==> config.mk <==
export PLATFORM = sky130hd
export DESIGN_NAME = linear_network_unicast_sched
export DESIGN_NICKNAME = d
export VERILOG_FILES = /design/src/rtl/linear_network_unicast_sched.sv
export SDC_FILE = /design/constraint.sdc
export NUM_CORES = 1
export LEC_CHECK = 0
export ABC_AREA = 0
export ABC_CLOCK_PERIOD_IN_PS = 9300
export CAP_MARGIN = 15
export CORE_MARGIN = 4
export CORE_UTILIZATION = 42
export DETAILED_ROUTE_END_ITERATION = 8
export PLACE_DENSITY = 0.88
export SETUP_SLACK_MARGIN = 0.02
export SYNTH_ARGS = -nofsm -noshare
export SYNTH_HDL_FRONTEND = slang
export SYNTH_SLANG_ARGS = --single-unit
==> constraint.sdc <==
create_clock -name clk -period 9.3 [get_ports clk]
set_input_delay 0.93 -clock clk [delete_from_list [all_inputs] [get_ports clk]]
set_output_delay 0.93 -clock clk [all_outputs]
set_load 0.01 [all_outputs]
==> src/rtl/linear_network_unicast_sched.sv <==
// Credit-based round-robin scheduler feeding a linear unicast network.
// One request per cycle is forwarded; per-destination credits throttle issue.
module linear_network_unicast_sched #(
  parameter  int DATA_WIDTH = 32,
  parameter  int NUM_NODE   = 4,
  parameter  int NUM_REQ    = 4,
  parameter  int NUM_CREDIT = 2,
  localparam int CMD_W      = (NUM_NODE > 1) ? $clog2(NUM_NODE) : 1,
  localparam int CRD_W      = $clog2(NUM_CREDIT + 1)
) (
  input  logic                        clk,
  input  logic                        rst_n,
  input  logic                        i_en,
  input  logic [NUM_REQ-1:0]          i_req_valid,
  input  logic [NUM_REQ*DATA_WIDTH-1:0] i_req_data,
  input  logic [NUM_REQ*CMD_W-1:0]    i_req_dest,
  output logic [NUM_REQ-1:0]          o_req_ready,
  input  logic [NUM_NODE-1:0]         i_credit_return,
  output logic                        o_net_valid,
  output logic [DATA_WIDTH-1:0]       o_net_data,
  output logic [CMD_W-1:0]            o_net_cmd,
  output logic                        o_net_en,
  output logic [NUM_NODE*CRD_W-1:0]   o_credit,
  output logic [1:0]                  o_err
);

  localparam int RQ_W = (NUM_REQ > 1) ? $clog2(NUM_REQ) : 1;
  localparam int DEST_SPACE = 1 << CMD_W;
  localparam logic [CRD_W-1:0] CRD_MAX = CRD_W'(NUM_CREDIT);

  logic [CMD_W-1:0]      w_dest [NUM_REQ];
  logic [DATA_WIDTH-1:0] w_data [NUM_REQ];
  logic [NUM_REQ-1:0]    w_dest_ok;
  logic [NUM_REQ-1:0]    w_elig;
  logic [DEST_SPACE-1:0] w_crd_avail;
  logic [NUM_NODE-1:0]   w_crd_full;
  logic [NUM_NODE-1:0]   w_dec;
  logic                  w_found;
  logic                  w_xfer;
  logic [RQ_W-1:0]       w_idx;
  logic [RQ_W-1:0]       w_win;
  logic [CMD_W-1:0]      w_win_dest;
  logic [DATA_WIDTH-1:0] w_win_data;
  logic                  w_bad_dest;
  logic                  w_overflow;

  logic [CRD_W-1:0]      r_credit [NUM_NODE];
  logic [RQ_W-1:0]       r_last_grant;
  logic [1:0]            r_err;

  // Destinations outside the node range map to "no credit" so they never win.
  always_comb begin
    w_crd_avail = '0;
    w_crd_full  = '0;
    for (int n = 0; n < NUM_NODE; n++) begin
      w_crd_avail[n] = (r_credit[n] != '0);
      w_crd_full[n]  = (r_credit[n] == CRD_MAX);
    end
  end

  always_comb begin
    w_dest_ok = '0;
    w_elig    = '0;
    for (int r = 0; r < NUM_REQ; r++) begin
      w_dest[r]    = i_req_dest[r*CMD_W +: CMD_W];
      w_data[r]    = i_req_data[r*DATA_WIDTH +: DATA_WIDTH];
      w_dest_ok[r] = (int'(w_dest[r]) < NUM_NODE);
      w_elig[r]    = i_en & i_req_valid[r] & w_dest_ok[r] & w_crd_avail[w_dest[r]];
    end
  end

  // Round-robin: scan starting one past the previous winner.
  always_comb begin
    w_found = 1'b0;
    w_win   = '0;
    w_idx   = '0;
    for (int k = 1; k <= NUM_REQ; k++) begin
      w_idx = RQ_W'((int'(r_last_grant) + k) % NUM_REQ);
      if (!w_found && w_elig[w_idx]) begin
        w_found = 1'b1;
        w_win   = w_idx;
      end
    end
  end

  always_comb begin
    w_xfer      = rst_n & w_found;
    w_win_dest  = w_dest[w_win];
    w_win_data  = w_data[w_win];
    o_req_ready = w_xfer ? (NUM_REQ'(1) << w_win) : '0;
  end

  always_comb begin
    w_dec = '0;
    for (int n = 0; n < NUM_NODE; n++) begin
      w_dec[n] = w_xfer && (int'(w_win_dest) == n);
    end
    w_overflow = |(i_credit_return & ~w_dec & w_crd_full);
    w_bad_dest = i_en & |(i_req_valid & ~w_dest_ok);
  end

  always_ff @(posedge clk or negedge rst_n) begin
    if (!rst_n) begin
      r_last_grant <= RQ_W'(NUM_REQ - 1);
      o_net_valid  <= 1'b0;
      o_net_data   <= '0;
      o_net_cmd    <= '0;
      o_net_en     <= 1'b0;
    end else begin
      o_net_valid <= w_xfer;
      o_net_en    <= i_en;
      if (w_xfer) begin
        r_last_grant <= w_win;
        o_net_data   <= w_win_data;
        o_net_cmd    <= w_win_dest;
      end
    end
  end

  // A same-cycle issue and return cancel; a return into a full counter saturates.
  always_ff @(posedge clk or negedge rst_n) begin
    if (!rst_n) begin
      for (int n = 0; n < NUM_NODE; n++) begin
        r_credit[n] <= CRD_MAX;
      end
      r_err <= 2'b00;
    end else begin
      for (int n = 0; n < NUM_NODE; n++) begin
        if (w_dec[n] && !i_credit_return[n]) begin
          r_credit[n] <= r_credit[n] - 1'b1;
        end else if (!w_dec[n] && i_credit_return[n] && !w_crd_full[n]) begin
          r_credit[n] <= r_credit[n] + 1'b1;
        end
      end
      r_err <= r_err | {w_overflow, w_bad_dest};
    end
  end

  always_comb begin
    o_credit = '0;
    for (int n = 0; n < NUM_NODE; n++) begin
      o_credit[n*CRD_W +: CRD_W] = r_credit[n];
    end
    o_err = r_err;
  end

endmodule

==> summary.txt <==
Timing
  – Worst-margin pin slew: 701 ps
  – Final hold viol count: 0
  – Fin crit share: 0.563
  – Post-route clock skew: 4.93 ps
  – Slew margin rel.: 0.533
  – Max-slew violation count: 0
  – # setup viols final: 0
  – RSZ-0062 raised after global routing: false
  – F_max: 0.191 GHz
  – Total negative slack: 0 ps
  – Tmin final: 5240 ps

Min path
  – Hold Path Class: register to register

Worst setup path
  – CP peak stage delay: 640 ps
  – Crit path launch type: input port
  – Crit-path most repeated cell: clkdlybuf4s50_1
  – CP endpoint kind: primary output
  – Worst EP arrival: 4310 ps
  – CP Cell Sequence: clkdlybuf4s50_1 -> nor4bb_1 -> nor3_1 -> and2_1 -> o41ai_4 -> buf_4 -> inv_1 -> and3_1 -> clkdlybuf4s50_1
  – WS Path Type: input port to primary output
  – Critical-path top delay cell: clkdlybuf4s50_1
  – CP required: 8370 ps
  – Crit Path Max Fanout: 69

Synthesis
  – Syn_area_per_cell: 6.93 sq um
  – Area fraction of the dominant cell type after synthesis: 0.303
  – Sequential-to-total area share from yosys stat: 0.350
  – Yosys synthesis warning count: 0
  – Number of synthesized flops with an enable pin: 0
  – Top cells by area, synth: dfrtp_1 (30%), nand2_1 (23%), o21ai_0 (10%)
  – #FFs+latches synth: 47
  – Netlist Area Pre-Place: 3380 sq um
  – Synth Net Count: 635
  – Post-synth ARST share: 1.00
  – Synth cell types: 51
  – Largest area contributor in the netlist: dfrtp_1
  – Dominant synthesized flop cell: dfrtp_1
  – Post-synthesis cell count: 488

Clocking
  – Post-CTS Setup Inserts: 0
  – Clk buf depth: 2
  – CTS tree: built
  – CTS Sinks: 47
  – Htree depth: 2
  – Clock-pin slew on the worst setup and hold paths: 80 ps
  – PostCTS Resize Cnt: 0
  – Total CTS buffers: 5
  – CTS Root Cell: clkbuf_8
  – Worst skew pair latency: 290 ps
  – Cts hold-fix bufs: 0

Die
  – Die H: 97.8 um
  – Die width: 97.8 um
  – Total die area: 9560 sq um
  – Rows: 32
  – Core Box Area: 7770 sq um
  – Initial Util: 0.436
  – IO Count: 197

Layout
  – Commonest non-fill, non-tap cell in the layout: nand2_1
  – Area of the multi-input gates: 2050 sq um
  – Share of cells above drive strength 1: 0.0527
  – Storage cell area: 1180 sq um
  – Diode count: 0
  – Synth-to-Final Area Change: 62.2%
  – # fillers: 647
  – Nets: 810
  – Most frequent cells in the layout: nand2_1 (203), clkdlybuf4s50_1 (194), o21ai_0 (68)

Pwr
  – Leakage: 0.00239 uW
  – Total Power: 1330 uW
  – Maximum VDD drop: 0.106 mV
  – Power Dens Cells: 242 nW/um^2

Status
  – Status: finished, final reports clean

Placed design
  – GPL Wtd Cong: 0.908
  – Dpl hpwl: 9010 um
  – Port Buffers: 195

Global routing
  – Initial antenna violation count: 0
  – GR Overflow Total: 0
  – Largest net degree at the start of global routing: 74
  – Total GRT Usage: 0.231
  – Vias in the first global route: 3785
  – Global-route wire length before repair: 18300 um

Detailed routing
  – Via density: 5.18
  – DR vias: 3968
  – DRT antenna net count: 0
  – Total Wirelength: 11600 um
  – Initial DRT Pass Iterations: 4
  – Avg WL per Cell: 15.1 um
  – Initial drt markers: 151
  – Drt drc: 0

Run
  – Max-Cap Viols: 0
==> flip-flops by register name, indices dropped and copies added, names as in the netlist <==
signal	count
o_net_data	32
o_credit	8
o_net_cmd	2
r_last_grant	2
o_err	1
o_net_en	1
o_net_valid	1
==> cells in the mapped netlist (3+ instances only) <==
library cell  instances
a21oi_1               6
and2_1                3
buf_1                 6
clkbuf_1             23
dfrtp_1              41
dfstp_2               6
inv_1                11
mux2i_1               4
mux4_2                3
nand2_1             204
nand3_1              34
nor2_1               11
nor3_1                6
nor4b_1               4
o21ai_0              68
or3_1                 3
xnor2_1               4
==> cells by family (layout without fill, tap and decap cells) <==
kind of cell	after synthesis	after routing	share of synthesized area
compound gates	99	99	0.178
xor+xnor	6	6	0.0155
buf+inv	43	219	0.0514
flops	47	47	0.350
mux	7	7	0.0318
other cells	1	1	0.00111
simple gates	285	285	0.372
==> report_power, final <==
group          switching [uW]  internal, uW
logic                     416           383
clock network            63.0          67.9
registers                88.6           309
==> layer usage <==
layer / share of wire / vias up / GRT usage
met4: 0.023 / 0 / 0.0703
met2: 0.51 / 141 / 0.418
met3: 0.079 / 19 / 0.0664
met1: 0.39 / 1809 / 0.264
li1: - / 1999 / -
met5: 0 / - / 0
==> path summary, 6_finish.rpt <==
kind / endpoint / start / slack (ps) / cells after the start
hold / removal: o_net_data[5] / o_net_data[5] / 480 / 2
hold reg to reg: o_net_data[5] / o_net_data[5] / 480 / 2
setup reg to reg: o_err[1] / o_credit[3] / 5250 / 10
min in group asynchronous: o_net_cmd[1] / rst_n / 730 / 2
max in group asynchronous: o_net_data[0] / rst_n / 8150 / 2
setup / recovery: o_req_ready[0] / i_req_dest[6] / 4060 / 9
==> per-stage QoR <==
stage / hold slack [ps] / cell area [sq um] / std cells / utilization / setup WS [ps]
after floorplan: 481 / 3380 / 488 / - / 5320
after global placement: 462 / 5390 / 758 / 0.694 / 4160
after detailed placement: 469 / 5390 / 758 / 0.694 / 4050
after CTS: 488 / 5490 / 766 / 0.707 / 4050
after global routing: 522 / 5490 / 766 / 0.707 / 3710
final: 482 / 5490 / 766 / 0.707 / 4060
==> final cells by class <==
| cell class | instances | area share |
|---|---|---|
| clock buffer | 8 | 0.0182 |
| inverter | 11 | 0.00752 |
| multi-input combinational | 398 | 0.374 |
| sequential | 47 | 0.216 |
| tap | 102 | 0.0233 |
| timing repair buffer | 200 | 0.362 |
==> worst max-delay path, delay by kind of cell <==
kind            cells  cell delay [ps]
compound gates      1              580
buf+inv             4             1930
simple gates        4              840
(Power assumes the default switching activity.)
